### config.mk
export PLATFORM = sky130hd
export DESIGN_NAME = sisc_ctrl_mc_flat
export DESIGN_NICKNAME = d
export VERILOG_FILES = /design/src/rtl/sisc_ctrl_mc_pkg.sv /design/src/rtl/sisc_ctrl_mc_if.sv /design/src/rtl/sisc_ctrl_mc_wait_timer.sv /design/src/rtl/sisc_ctrl_mc.sv /design/src/flat_wrapper.sv
export SDC_FILE = /design/constraint.sdc
export NUM_CORES = 1
export LEC_CHECK = 0
export CAP_MARGIN = 5
export CELL_PAD_IN_SITES_DETAIL_PLACEMENT = 1
export CELL_PAD_IN_SITES_GLOBAL_PLACEMENT = 2
export CORE_UTILIZATION = 21
export CTS_BUF_LIST = sky130_fd_sc_hd__clkbuf_8
export DETAILED_ROUTE_END_ITERATION = 6
export PLACE_DENSITY = 0.84
export SLEW_MARGIN = 40
export SYNTH_ARGS = -nofsm -noshare
export SYNTH_HDL_FRONTEND = slang
export SYNTH_SLANG_ARGS = --single-unit
### constraint.sdc
create_clock -name clk -period 1.9 [get_ports clk]
set_input_delay 0.38 -clock clk [delete_from_list [all_inputs] [get_ports clk]]
set_output_delay 0.38 -clock clk [all_outputs]
set_load 0.02 [all_outputs]
### src/rtl/sisc_ctrl_mc_pkg.sv
// Shared definitions for the SISC multi-cycle control unit: FSM states,
// opcode numbers, instruction classes and alu_op codes.
package sisc_ctrl_mc_pkg;

    typedef enum logic [2:0] {
        ST_RESET   = 3'd0,
        ST_FETCH   = 3'd1,
        ST_DECODE  = 3'd2,
        ST_EXECUTE = 3'd3,
        ST_MEM     = 3'd4,
        ST_WB      = 3'd5,
        ST_WB2     = 3'd6,
        ST_HALT    = 3'd7
    } state_t;

    // Instruction classes after opcode decode; HLT is the all-ones opcode.
    typedef enum logic [3:0] {
        I_NOOP, I_LOD, I_STR, I_SWP, I_BRA, I_BRR, I_BNE, I_BNR, I_ALU, I_HLT, I_ILL
    } inst_t;

    localparam int OPC_NOOP = 0;
    localparam int OPC_LOD  = 1;
    localparam int OPC_STR  = 2;
    localparam int OPC_SWP  = 3;
    localparam int OPC_BRA  = 4;
    localparam int OPC_BRR  = 5;
    localparam int OPC_BNE  = 6;
    localparam int OPC_BNR  = 7;
    localparam int OPC_ALU  = 8;

    localparam logic [1:0] ALU_REG_REG  = 2'b00;
    localparam logic [1:0] ALU_REG_IMM  = 2'b01;
    localparam logic [1:0] ALU_ADDR_REG = 2'b10;
    localparam logic [1:0] ALU_ADDR_IMM = 2'b11;

    // ALU instructions use the data modes, memory instructions the address modes.
    function automatic logic [1:0] alu_mode(input logic is_alu, input logic is_imm);
        if (is_alu) return is_imm ? ALU_REG_IMM : ALU_REG_REG;
        return is_imm ? ALU_ADDR_IMM : ALU_ADDR_REG;
    endfunction

endpackage

### src/rtl/sisc_ctrl_mc_if.sv
// Control-unit boundary: IR/status fields and memory handshakes in, datapath
// controls out. slave = control unit, master = datapath / environment.
interface sisc_ctrl_mc_if #(
    parameter int OP_W     = 4,
    parameter int MM_W     = 4,
    parameter int ALU_OP_W = 2
);
    import sisc_ctrl_mc_pkg::*;

    logic [OP_W-1:0]     opcode;
    logic [MM_W-1:0]     mm;
    logic [MM_W-1:0]     stat;
    // Handshake: req rises and is held every cycle until ack is seen in the
    // same cycle (ack is a single-cycle completion strobe) or until timeout.
    logic                imem_req;
    logic                imem_ack;
    logic                dmem_req;
    logic                dmem_ack;
    logic                dmem_we;
    logic                pc_rst;
    logic                pc_write;
    logic                pc_sel;
    logic                br_sel;
    logic                ir_load;
    logic                rf_we;
    logic                rd_sel;
    logic                rb_sel;
    logic                wb_sel;
    logic [ALU_OP_W-1:0] alu_op;
    logic                halted;
    logic                bus_err;
    logic                illegal;
    state_t              dbg_state;

    modport slave (
        input  opcode, mm, stat, imem_ack, dmem_ack,
        output imem_req, dmem_req, dmem_we, pc_rst, pc_write, pc_sel, br_sel,
               ir_load, rf_we, rd_sel, rb_sel, wb_sel, alu_op, halted, bus_err,
               illegal, dbg_state
    );

    modport master (
        output opcode, mm, stat, imem_ack, dmem_ack,
        input  imem_req, dmem_req, dmem_we, pc_rst, pc_write, pc_sel, br_sel,
               ir_load, rf_we, rd_sel, rb_sel, wb_sel, alu_op, halted, bus_err,
               illegal, dbg_state
    );

endinterface

### src/rtl/sisc_ctrl_mc_wait_timer.sv
// Wait-state counter shared by FETCH and MEM; expired flags TMO_CYC waiting
// cycles. TMO_CYC = 0 means the timer never expires.
module sisc_ctrl_mc_wait_timer #(
    parameter int TMO_CYC = 16
) (
    input  logic clk,
    input  logic rst,
    input  logic clr,
    input  logic en,
    output logic expired
);
    localparam int CNT_W = (TMO_CYC > 0) ? $clog2(TMO_CYC + 1) : 1;

    logic [CNT_W-1:0] cnt;

    always_ff @(posedge clk) begin
        if (rst || clr) begin
            cnt <= '0;
        end else if (en) begin
            cnt <= cnt + CNT_W'(1);
        end
    end

    assign expired = (TMO_CYC != 0) && (cnt == CNT_W'(TMO_CYC));

endmodule

### src/rtl/sisc_ctrl_mc.sv
// SISC multi-cycle control unit: sequences PC, IR, register file, ALU and
// data memory, with wait-state handshakes, timeout and a HALT state.
module sisc_ctrl_mc
    import sisc_ctrl_mc_pkg::*;
#(
    parameter int OP_W     = 4,
    parameter int MM_W     = 4,
    parameter int ALU_OP_W = 2,
    parameter int TMO_CYC  = 16
) (
    input logic           clk,
    input logic           rst,
    sisc_ctrl_mc_if.slave bus
);
    localparam logic [OP_W-1:0] OP_HLT = '1;
    localparam logic [MM_W-1:0] AM_IMM = {1'b1, {(MM_W-1){1'b0}}};

    state_t              state;
    state_t              state_nxt;
    inst_t               inst;
    logic                cond;
    logic [ALU_OP_W-1:0] alu_code;
    logic                wait_st;
    logic                cur_ack;
    logic                tmr_clr;
    logic                tmr_expired;

    always_comb begin
        case (bus.opcode)
            OP_W'(OPC_NOOP): inst = I_NOOP;
            OP_W'(OPC_LOD):  inst = I_LOD;
            OP_W'(OPC_STR):  inst = I_STR;
            OP_W'(OPC_SWP):  inst = I_SWP;
            OP_W'(OPC_BRA):  inst = I_BRA;
            OP_W'(OPC_BRR):  inst = I_BRR;
            OP_W'(OPC_BNE):  inst = I_BNE;
            OP_W'(OPC_BNR):  inst = I_BNR;
            OP_W'(OPC_ALU):  inst = I_ALU;
            OP_HLT:          inst = I_HLT;
            default:         inst = I_ILL;
        endcase
    end

    assign cond     = |(bus.stat & bus.mm);
    assign alu_code = ALU_OP_W'(alu_mode(inst == I_ALU, bus.mm == AM_IMM));

    // The counter runs only while a request is outstanding; any ack, timeout
    // or move to another state returns it to zero for the next wait.
    assign wait_st = (state == ST_FETCH) || (state == ST_MEM);
    assign cur_ack = (state == ST_FETCH) ? bus.imem_ack : bus.dmem_ack;
    assign tmr_clr = !wait_st || cur_ack || tmr_expired;

    sisc_ctrl_mc_wait_timer #(.TMO_CYC(TMO_CYC)) u_wait_timer (
        .clk     (clk),
        .rst     (rst),
        .clr     (tmr_clr),
        .en      (wait_st),
        .expired (tmr_expired)
    );

    always_ff @(posedge clk) begin
        if (rst) begin
            state <= ST_RESET;
        end else begin
            state <= state_nxt;
        end
    end

    assign bus.dbg_state = state;

    always_comb begin
        state_nxt    = state;
        bus.imem_req = 1'b0;
        bus.dmem_req = 1'b0;
        bus.dmem_we  = 1'b0;
        bus.pc_rst   = 1'b0;
        bus.pc_write = 1'b0;
        bus.pc_sel   = 1'b0;
        bus.br_sel   = 1'b0;
        bus.ir_load  = 1'b0;
        bus.rf_we    = 1'b0;
        bus.rd_sel   = 1'b0;
        bus.rb_sel   = 1'b0;
        bus.wb_sel   = 1'b0;
        bus.alu_op   = '0;
        bus.halted   = 1'b0;
        bus.bus_err  = 1'b0;
        bus.illegal  = 1'b0;

        case (state)
            ST_RESET: begin
                bus.pc_rst = 1'b1;
                state_nxt  = ST_FETCH;
            end

            ST_FETCH: begin
                bus.imem_req = 1'b1;
                if (bus.imem_ack) begin
                    bus.ir_load  = 1'b1;
                    bus.pc_write = 1'b1;
                    state_nxt    = ST_DECODE;
                end else if (tmr_expired) begin
                    bus.imem_req = 1'b0;
                    bus.bus_err  = 1'b1;
                    state_nxt    = ST_FETCH;
                end
            end

            ST_DECODE: begin
                state_nxt = ST_FETCH;
                case (inst)
                    I_BRA, I_BRR: begin
                        bus.pc_write = cond;
                        bus.pc_sel   = cond;
                        bus.br_sel   = cond && (inst == I_BRA);
                    end
                    I_BNE, I_BNR: begin
                        bus.pc_write = !cond;
                        bus.pc_sel   = !cond;
                        bus.br_sel   = !cond && (inst == I_BNE);
                    end
                    I_ALU, I_LOD, I_STR, I_SWP: state_nxt = ST_EXECUTE;
                    I_HLT:                      state_nxt = ST_HALT;
                    I_ILL:                      bus.illegal = 1'b1;
                    default:                    state_nxt = ST_FETCH;
                endcase
            end

            ST_EXECUTE: begin
                bus.alu_op = alu_code;
                bus.rb_sel = (inst == I_STR) || (inst == I_SWP);
                if ((inst == I_LOD) || (inst == I_STR)) begin
                    state_nxt = ST_MEM;
                end else if ((inst == I_ALU) || (inst == I_SWP)) begin
                    state_nxt = ST_WB;
                end else begin
                    state_nxt = ST_FETCH;
                end
            end

            ST_MEM: begin
                bus.alu_op   = alu_code;
                bus.dmem_req = 1'b1;
                bus.dmem_we  = (inst == I_STR);
                if (bus.dmem_ack) begin
                    state_nxt = (inst == I_LOD) ? ST_WB : ST_FETCH;
                end else if (tmr_expired) begin
                    bus.dmem_req = 1'b0;
                    bus.dmem_we  = 1'b0;
                    bus.bus_err  = 1'b1;
                    state_nxt    = ST_FETCH;
                end
            end

            ST_WB: begin
                bus.rf_we  = 1'b1;
                bus.wb_sel = (inst == I_LOD);
                state_nxt  = (inst == I_SWP) ? ST_WB2 : ST_FETCH;
            end

            ST_WB2: begin
                bus.rf_we  = 1'b1;
                bus.rd_sel = 1'b1;
                state_nxt  = ST_FETCH;
            end

            ST_HALT: begin
                bus.halted = 1'b1;
            end

            default: state_nxt = ST_RESET;
        endcase
    end

endmodule

### src/flat_wrapper.sv
// flat-port wrapper written by rule: the top's interface ports become plain ports
module sisc_ctrl_mc_flat import sisc_ctrl_mc_pkg::*;
#(
    parameter int OP_W     = 4,
    parameter int MM_W     = 4,
    parameter int ALU_OP_W = 2,
    parameter int TMO_CYC  = 16
)
  (clk, rst, bus_opcode, bus_mm, bus_stat, bus_imem_ack, bus_dmem_ack, bus_imem_req, bus_dmem_req, bus_dmem_we, bus_pc_rst, bus_pc_write, bus_pc_sel, bus_br_sel, bus_ir_load, bus_rf_we, bus_rd_sel, bus_rb_sel, bus_wb_sel, bus_alu_op, bus_halted, bus_bus_err, bus_illegal, bus_dbg_state);
  sisc_ctrl_mc_if #(.OP_W(OP_W), .MM_W(MM_W), .ALU_OP_W(ALU_OP_W)) bus_i ();
  input logic clk;
  input logic rst;
  input wire logic [$bits(bus_i.opcode)-1:0] bus_opcode;
  input wire logic [$bits(bus_i.mm)-1:0] bus_mm;
  input wire logic [$bits(bus_i.stat)-1:0] bus_stat;
  input wire logic [$bits(bus_i.imem_ack)-1:0] bus_imem_ack;
  input wire logic [$bits(bus_i.dmem_ack)-1:0] bus_dmem_ack;
  output wire logic [$bits(bus_i.imem_req)-1:0] bus_imem_req;
  output wire logic [$bits(bus_i.dmem_req)-1:0] bus_dmem_req;
  output wire logic [$bits(bus_i.dmem_we)-1:0] bus_dmem_we;
  output wire logic [$bits(bus_i.pc_rst)-1:0] bus_pc_rst;
  output wire logic [$bits(bus_i.pc_write)-1:0] bus_pc_write;
  output wire logic [$bits(bus_i.pc_sel)-1:0] bus_pc_sel;
  output wire logic [$bits(bus_i.br_sel)-1:0] bus_br_sel;
  output wire logic [$bits(bus_i.ir_load)-1:0] bus_ir_load;
  output wire logic [$bits(bus_i.rf_we)-1:0] bus_rf_we;
  output wire logic [$bits(bus_i.rd_sel)-1:0] bus_rd_sel;
  output wire logic [$bits(bus_i.rb_sel)-1:0] bus_rb_sel;
  output wire logic [$bits(bus_i.wb_sel)-1:0] bus_wb_sel;
  output wire logic [$bits(bus_i.alu_op)-1:0] bus_alu_op;
  output wire logic [$bits(bus_i.halted)-1:0] bus_halted;
  output wire logic [$bits(bus_i.bus_err)-1:0] bus_bus_err;
  output wire logic [$bits(bus_i.illegal)-1:0] bus_illegal;
  output wire logic [$bits(bus_i.dbg_state)-1:0] bus_dbg_state;
  assign bus_i.opcode = bus_opcode;
  assign bus_i.mm = bus_mm;
  assign bus_i.stat = bus_stat;
  assign bus_i.imem_ack = bus_imem_ack;
  assign bus_i.dmem_ack = bus_dmem_ack;
  assign bus_imem_req = bus_i.imem_req;
  assign bus_dmem_req = bus_i.dmem_req;
  assign bus_dmem_we = bus_i.dmem_we;
  assign bus_pc_rst = bus_i.pc_rst;
  assign bus_pc_write = bus_i.pc_write;
  assign bus_pc_sel = bus_i.pc_sel;
  assign bus_br_sel = bus_i.br_sel;
  assign bus_ir_load = bus_i.ir_load;
  assign bus_rf_we = bus_i.rf_we;
  assign bus_rd_sel = bus_i.rd_sel;
  assign bus_rb_sel = bus_i.rb_sel;
  assign bus_wb_sel = bus_i.wb_sel;
  assign bus_alu_op = bus_i.alu_op;
  assign bus_halted = bus_i.halted;
  assign bus_bus_err = bus_i.bus_err;
  assign bus_illegal = bus_i.illegal;
  assign bus_dbg_state = bus_i.dbg_state;
  sisc_ctrl_mc #(.OP_W(OP_W), .MM_W(MM_W), .ALU_OP_W(ALU_OP_W), .TMO_CYC(TMO_CYC)) u_core (.clk(clk), .rst(rst), .bus(bus_i));
endmodule
### Yosys cells after proc, flatten, opt, wreduce, memory -nomap -nowiden

Memory sizes are Yosys's and may differ from the RTL's.
Index checks and enable logic that the tools add are counted.

* add/subtract/negate cells: 1
* equal/unequal tests: 19
* multiplexer cells: 43
* bitwise gates (word level): 1
* reductions and logical operators: 20

Operators with widths (number)
* 2-to-1 mux 1 bit: 27
* 2-to-1 mux 3 bit: 7
* one-hot mux 3 bit (6 select lines): 1
* equality test 4 x 3 -> 1 bit, second input constant: 4
* equality test 4 bit, second input constant: 4
* equality test 3 bit, second input constant: 4
* OR reduction 2 bit: 5
* equality test 4 x 2 -> 1 bit, second input constant: 2
* one-hot mux 1 bit (2 select lines): 4
* OR reduction 4 bit: 2
* logical OR 1 bit: 7
* equality test 3 x 2 -> 1 bit, second input constant: 2
* 2-to-1 mux 2 bit: 3
* one-hot mux 3 bit (2 select lines): 1
* nonzero test 6 bit: 1
* adder 5 x 1 -> 5 bit, second input constant: 1
* equality test 5 bit, second input constant: 1
* bitwise AND 4 bit: 1
* equality test 4 x 1 -> 1 bit, second input constant: 1
* equality test 3 x 1 -> 1 bit, second input constant: 1
* zero test 3 bit: 1
* logical AND 1 bit: 2
* zero test 1 bit: 2

* bits in registers: 8
* bits in read-only memories: 64
* output and inout port bits: 20
* word-level logic and storage cells: 87
* memories: 1

Memory list
* (no name shown): depth 16, width 4, read ports 1, clocked after memory_dff 0, write ports 0, RTL line sisc_ctrl_mc.sv:29 `case (bus.opcode)`

### Depth between registers and ports, before layout

Gate-level depths: netlist (run 1).

* depth after elaboration: 6
* depth in mapped cells: 6
* mapped depth without buffers: 6

### Cells and area by module

A second synthesis (run 1) with hierarchy kept.

* cell total of the unflattened synthesis: 102
* area total of the unflattened synthesis: 832.0 um^2

Modules (own cells, without submodules)
* sisc_ctrl_mc: times used 1, cells an instance 75, area an instance 563.0 um^2, seq. area each 60.1 um^2
* sisc_ctrl_mc_wait_timer: times used 1, cells an instance 27, area an instance 269.0 um^2, seq. area each 100.1 um^2

### Least setup slack after synthesis (run 1)

No wires, ideal clock.

* path type: register to output
* start point: register u_core.state[2] (netlist: u_core.bus.dbg_state[2])
* end point: output port bus_dmem_we
* arrival time: 1.752 ns
* required time: 1.520 ns
* path slack: -0.232 ns
* cell stages (with the launch flop): 5
* cell sequence: dfxtp_1 -> buf_4 -> nor3b_1 -> o21a_1 -> nor3b_1

* longest elaborated chain between the ends: 2

Ends and longest elaborated chain
* start: declaration: RTL line sisc_ctrl_mc.sv:18 `state_t state;`
* start signal: assignment: RTL line sisc_ctrl_mc.sv:65 `state <= state_nxt;`
* equality test 3 bit: RTL line sisc_ctrl_mc.sv:90 `case (state)`
* 2-to-1 mux 1 bit: RTL line sisc_ctrl_mc.sv:90
* end: declaration: RTL line flat_wrapper.sv:20 `output wire logic [$bits(bus_i.dmem_we)-1:0] bus_dmem_we;`

Every way passes these cells.

### Worst setup path after layout (run 1)

* start point: input port bus_mm[2]
* end point: output port bus_pc_write

* longest elaborated chain between the ends: 5

Ends and longest elaborated chain
* start: declaration: RTL line flat_wrapper.sv:14 `input wire logic [$bits(bus_i.mm)-1:0] bus_mm;`
* bitwise AND 4 bit *: RTL line sisc_ctrl_mc.sv:44 `assign cond = |(bus.stat & bus.mm);`
* OR reduction 4 bit *: RTL line sisc_ctrl_mc.sv:44
* zero test 1 bit: RTL line sisc_ctrl_mc.sv:118 `bus.pc_write = !cond;`
* one-hot mux 1 bit (2 select lines) *: RTL line sisc_ctrl_mc.sv:111 `case (inst)`
* one-hot mux 1 bit (2 select lines) *: RTL line sisc_ctrl_mc.sv:90
* end: declaration: RTL line flat_wrapper.sv:22 `output wire logic [$bits(bus_i.pc_write)-1:0] bus_pc_write;`

Mark *: on every way between the ends. The rest lies on a longest branch, timed or not.

==> metrics, run 1 <==
outcome=finished with violations; failing checks=negative setup slack; first-pass GRT wire length=roughly 5300 um; initial antenna violation count=0; Yosys cell types=37; largest net degree at the start of global routing=13; clk_skew=roughly 0.0057 ns; GPL Wtd Cong=a little over 0.8; area grow syn2layout=100.5%; H-tree levels=1; hold path cells=2; ANT cells=0; routed len/inst=roughly 16 um; Tot GR Track Use=19.15%; #FFs+latches synth=8; Fillers=roughly 410; Most used DFF post-synth=dfxtp_1; VDD IR max=around 0.39 mV; slew at the pin closest to its max-slew limit=0.5280 ns; final setup fails=2; Iter 0 DRT Violations=46; remaining global-route overflow=0; Critical Path Fanout Max=2; post-synth top area share=21.16%; hold buffer count at cts=0; Synth area leaders=dfxtp_1, nor2_1, xnor2_1; Period Utilization, post-route=103.0%; Starting Density=22.33%; DR vias=1065; Syn Area/Cell=roughly 7.3 um2; Core Util, Final=44.78%; hold endpoint=u_core.u_wait_timer.cnt[4]; Total Nets Final=195; Worst-Skew Late Latency=between 0.2 and 0.25 ns; Max-cap violations=0; Rel. slew slack=64.55%; Post-synth EDFFs=0; Worst R2R Path Depth=6; Via-to-Cell Ratio=4.819; WHS=around 0.60 ns; Die ar.=just under 4000 um2; CTS tree=yes; post-synthesis async set-or-reset flop share=0%; type of the tightest min-delay check=flop to flop; Root Driver=clkbuf_8; hold violation count in the final report=0; clock slew at reported path FFs=~0.040 ns; Cell Pwr Density=approximately 400 nW/um2; sequential element share of the synthesized area=a little over a fifth; non-filler cells, final=~220; Post-Syn Area=approximately 760 um2; Synth top cells by count=nor2_1, dfxtp_1, nand2_1; site row count=21; I/O pin count=36; Synth Instances=between 100 and 150; post-synth top area cell=dfxtp_1; min cycle time layout=1.956 ns; die extent in y=62.04 um; # DRC=0; clock sink count=8; RSZ-0062 raised after global routing=true; kind of start point of the critical path=input port; max-slew violations=0; post-DP HPWL=2521 um; reg2reg start=u_core.bus.dbg_state[2]; total wire length=3514 um; leakage power=~0.67 nW; final worst slack=-0.05640 ns; reg-to-reg setup timing slack=just under 0.3 ns; crit end category=output port; FMAX=~510 MHz; remaining antenna violation count after routing=0; hold_sp=u_core.u_wait_timer.cnt[4]; top-count cell post-synth=nor2_1; CORE AREA=between 3000 and 4000 um2; syn_nets=122; clk buf depth=2; IO buf count=35; WP data required=between 1.5 and 2 ns; Yosys warnings=0; TritonCTS Buffers=3; DRT Pass-1 Iters=4; dpl cells=about 210; WS Path Type=input port to output port; capturing point of the worst reg2reg path=u_core.u_wait_timer.cnt[4]; vias in the first global route=1129; Die Wd=62.04 um; layout cells sized above 1=between 50% and 60%; crit path DAT=1.58 ns; Post-Place Worst Slack=-0.8172 ns
## sequential cells by signal (all words and copies together), names as in the netlist
register                 flops
u_core.u_wait_timer.cnt      5
u_core.bus.dbg_state         3
## report_power, final
group / internal (mW) / leakage [nW] / switching (mW)
Clock: 0.138 / 0.0216 / 0.0704
Sequential: 0.173 / 0.0664 / 0.00762
Combinational: 0.112 / 0.584 / 0.110
## worst max path at each step
stage,start,to,depth (start not counted)
finish,bus_mm[2],bus_pc_write,7
detailed placement,bus_mm[0],bus_pc_write,7
global route,u_core.bus.dbg_state[0],bus_alu_op[0],5
floorplan,u_core.bus.dbg_state[2],bus_dmem_we,4
CTS,u_core.u_wait_timer.cnt[0],bus_dmem_we,7
global placement,bus_mm[0],bus_pc_write,7
## metal layers
layer,global-route usage [%],part of all wire [%],vias up
met5,0,0,-
met2,35.11,53,28
met1,22.29,41,516
li1,-,-,511
met4,4.444,2.4,0
met3,4.555,4.1,10
## cell usage in the layout, fill, tap and decap left out, types with 3 or more instances in the layout
cell,instances
dfxtp_1,5
nor2_1,12
nor2_2,3
nor3b_2,3
buf_6,6
buf_2,12
nand3_1,5
a31oi_1,5
xnor2_1,6
clkbuf_8,3
clkdlybuf4s50_1,5
a21oi_1,3
inv_2,3
dlygate4sd2_1,6
buf_4,40
nor3_1,4
nand2_1,6
inv_1,3
## what timing repair did
action / 4_1_cts / 5_1_grt
resized for setup: 104 / 26
buffers inserted: 3 / 2
endpoints found under the setup margin: 17 / 10
pin swaps: 8 / 4
## per-stage QoR
| step | TNS [ns] | cell area (um2) | total power, mW |
|---|---|---|---|
| floorplan | -0.04351 | 773.2 | 0.2717 |
| global placement | -6.500 | 1395 | 0.3859 |
| detailed placement | -6.919 | 1395 | 0.3940 |
| CTS | -0.2214 | 1436 | 0.5946 |
| global route | -0.3451 | 1518 | 0.6475 |
| finish | -0.08245 | 1518 | 0.6098 |
## critical path: stages
cell and delay, ns:
buf_6 0.09, a22o_1 0.24, or3_4 0.37, nand3_2 0.11, inv_2 0.04, or2_1 0.21
buf_6 0.13
## kinds of logic after synthesis
family / count (synthesis) / synth area share [%]
simple gates: 53 / 39.17
compound gates: 22 / 19.84
buf+inv: 12 / 8.428
flops: 8 / 21.16
xor+xnor: 7 / 8.099
fa+ha+maj: 2 / 3.305
## final cells by class
cell class	count	area [um2]	share of cell area, %
clock buffers	3	41.29	2.721
multi-input cells	84	644.4	42.46
flip-flops and latches	8	166.4	10.96
inverters	6	22.52	1.484
repair buffers	74	585.6	38.58
well taps	46	57.56	3.792
(Power assumes the default switching activity.)
==> run 2: changes to the inputs <==
Settings changed: TNS_END_PERCENT set to 5.
==> metrics, run 2 (synthesis results as in run 1) <==
non-filler cells, final=217 (-1.8%); clk buf depth=2 (unchanged); IO buf count=35 (unchanged); layout cells sized above 1=45.03% (-5.8 points); Via-to-Cell Ratio=4.751 (-1.4%); Fillers=422 (+2.4%); Cell Pwr Density=423.5 nW/um2 (+5.4%); outcome=finished with violations; DR vias=1031 (-3.2%); site row count=21 (unchanged); WS Path Type=input port to output port; reg2reg start=u_core.bus.dbg_state[2]; max-slew violations=0 (unchanged); routed len/inst=14.28 um (-10%); crit path DAT=1.60 ns (+0.02 ns); final setup fails=2 (unchanged); Iter 0 DRT Violations=34 (-26%); hold buffer count at cts=0 (unchanged); first-pass GRT wire length=4698 um (-11%); vias in the first global route=1024 (-9.3%); number of flip-flops in the largest register=5 (unchanged); Period Utilization, post-route=104.4% (+1.4 points); min cycle time layout=1.984 ns (+0.02720 ns); Worst-Skew Late Latency=0.23 ns (about the same); Die ar.=3849 um2 (unchanged); kind of cell adding the most delay to the critical path=simple AND/OR/NAND/NOR gates; Worst Path Buf+Inv=3 (unchanged); remaining antenna violation count after routing=0 (unchanged); largest net degree at the start of global routing=11 (-2); area grow syn2layout=87.11%; most common cell after layout, fill and taps aside=buf_4; RSZ-0062 raised after global routing=true; hold path cells=2 (unchanged); final worst slack=-0.08360 ns (-0.02720 ns); die extent in y=62.04 um (unchanged); initial antenna violation count=0 (unchanged); Overall Power=599.8 uW (-1.6%); total wire length=3099 um (-12%); clk_skew=0.001866 ns (-0.003818 ns); crit-path cells=buf_6 > a22o_1 > or3_4 > nand3_4 > inv_2 > or2_1 > buf_6; clock sink count=8 (unchanged); CORE AREA=3390 um2 (unchanged); slew at the pin closest to its max-slew limit=0.4373 ns (-0.09068 ns); Top reg by flops=u_core.u_wait_timer.cnt; remaining global-route overflow=0 (unchanged); post-DP HPWL=2525 um (+0.19%); Tot GR Track Use=16.77% (-2.4 points); reg-to-reg setup timing slack=0.25 ns (-0.04 ns); CTS tree=yes; Starting Density=22.33% (unchanged); clock slew at reported path FFs=0.05 ns (about the same); # DRC=0 (unchanged); DRT Pass-1 Iters=4 (unchanged); Crit-path slowest cell=or3_4; type of the tightest min-delay check=flop to flop; dpl cells=214 (+0.47%); Critical Path Source=bus_mm[0]; Critical Path Fanout Max=2 (unchanged); VDD IR max=0.2151 mV (-45%); leakage power=0.6657 nW (-0.93%); kind of start point of the critical path=input port; Die Wd=62.04 um (unchanged); Root Driver=clkbuf_8; hold_sp=u_core.u_wait_timer.cnt[4]; CP max stage delay=0.38 ns (about the same); hold endpoint=u_core.u_wait_timer.cnt[4]; most used cell, CP=buf_6; failing checks=negative setup slack; crit end category=output port; most frequent cells in the layout=buf_4, nor2_1, clkbuf_2; Rel. slew slack=70.64% (+6.1 points); GPL Wtd Cong=0.8457 (+3.3%); I/O pin count=36 (unchanged); Total Nets Final=191 (-2.1%); ANT cells=0 (unchanged); Post-Place Worst Slack=-0.8179 ns (-0.0006370 ns); Max-cap violations=0 (unchanged); H-tree levels=1 (unchanged); WP data required=1.52 ns (about the same); capturing point of the worst reg2reg path=u_core.u_wait_timer.cnt[0]; TritonCTS Buffers=3 (unchanged); FMAX=504.1 MHz (-1.4%); Worst R2R Path Depth=7 (+1); hold violation count in the final report=0 (unchanged)
==> run 2: timing repair <==
item                       CTS  global route
resized for setup           80            35
cloned                       0             0
setup endpoints to repair   18            14
pin swaps                    5             6
buffers inserted             0             0
==> run 2: per-stage QoR <==
| stage | cell area (um2) | TNS (ns) | hold slack (ns) | utilization [%] |
|---|---|---|---|---|
| 6_report | 1416 | -0.09019 | 0.5300 | 41.79 |
| 4_1_cts | 1411 | -0.6381 | 0.5346 | 41.64 |
| 3_5_place_dp | 1398 | -6.083 | 0.5205 | 41.23 |
| 2_1_floorplan | 768.2 | -0.1680 | 0.4491 | - |
| 5_1_grt | 1416 | -0.2537 | 0.5842 | 41.79 |
| 3_3_place_gp | 1398 | -5.765 | 0.5086 | 41.23 |
==> run 2: routing by layer <==
metal  GRT usage, %  share of wire (%)  vias to the layer above
met5              0                  0                        -
met1          23.03                 47                      507
met3          1.863                2.0                        3
li1               -                  -                      504
met2          27.66                 50                       17
met4          4.762               0.77                        0
==> run 2: worst min-delay path: cells and delay by family, from the launching register on <==
kind             cells  cell delay (ns)
XOR/XNOR             1             0.07
flip-flops           1             0.34
AND/OR/NAND/NOR      1             0.08
==> run 2: how the worst max path moves through the flow <==
stage / end / cells after the start
after floorplan: bus_pc_write / 4
after global placement: bus_pc_write / 7
after detailed placement: bus_pc_write / 7
after CTS: bus_wb_sel / 4
after global routing: bus_pc_write / 7
final: bus_pc_write / 7
==> run 2: layout make-up <==
| class | count | area [um2] | share of cell area (%) |
|---|---|---|---|
| multi-input cells | 84 | 590.6 | 41.70 |
| flip-flops and latches | 8 | 163.9 | 11.57 |
| well taps | 46 | 57.56 | 4.064 |
| repair buffers | 70 | 540.5 | 38.16 |
| inverters | 6 | 22.52 | 1.590 |
| clock buffers | 3 | 41.29 | 2.915 |
==> run 2: where the power goes <==
group	switching, mW	internal (mW)	total, mW
Sequential	0.00761	0.173	0.181
Clock	0.0770	0.138	0.215
Combinational	0.101	0.103	0.204
Total	0.186	0.414	0.600
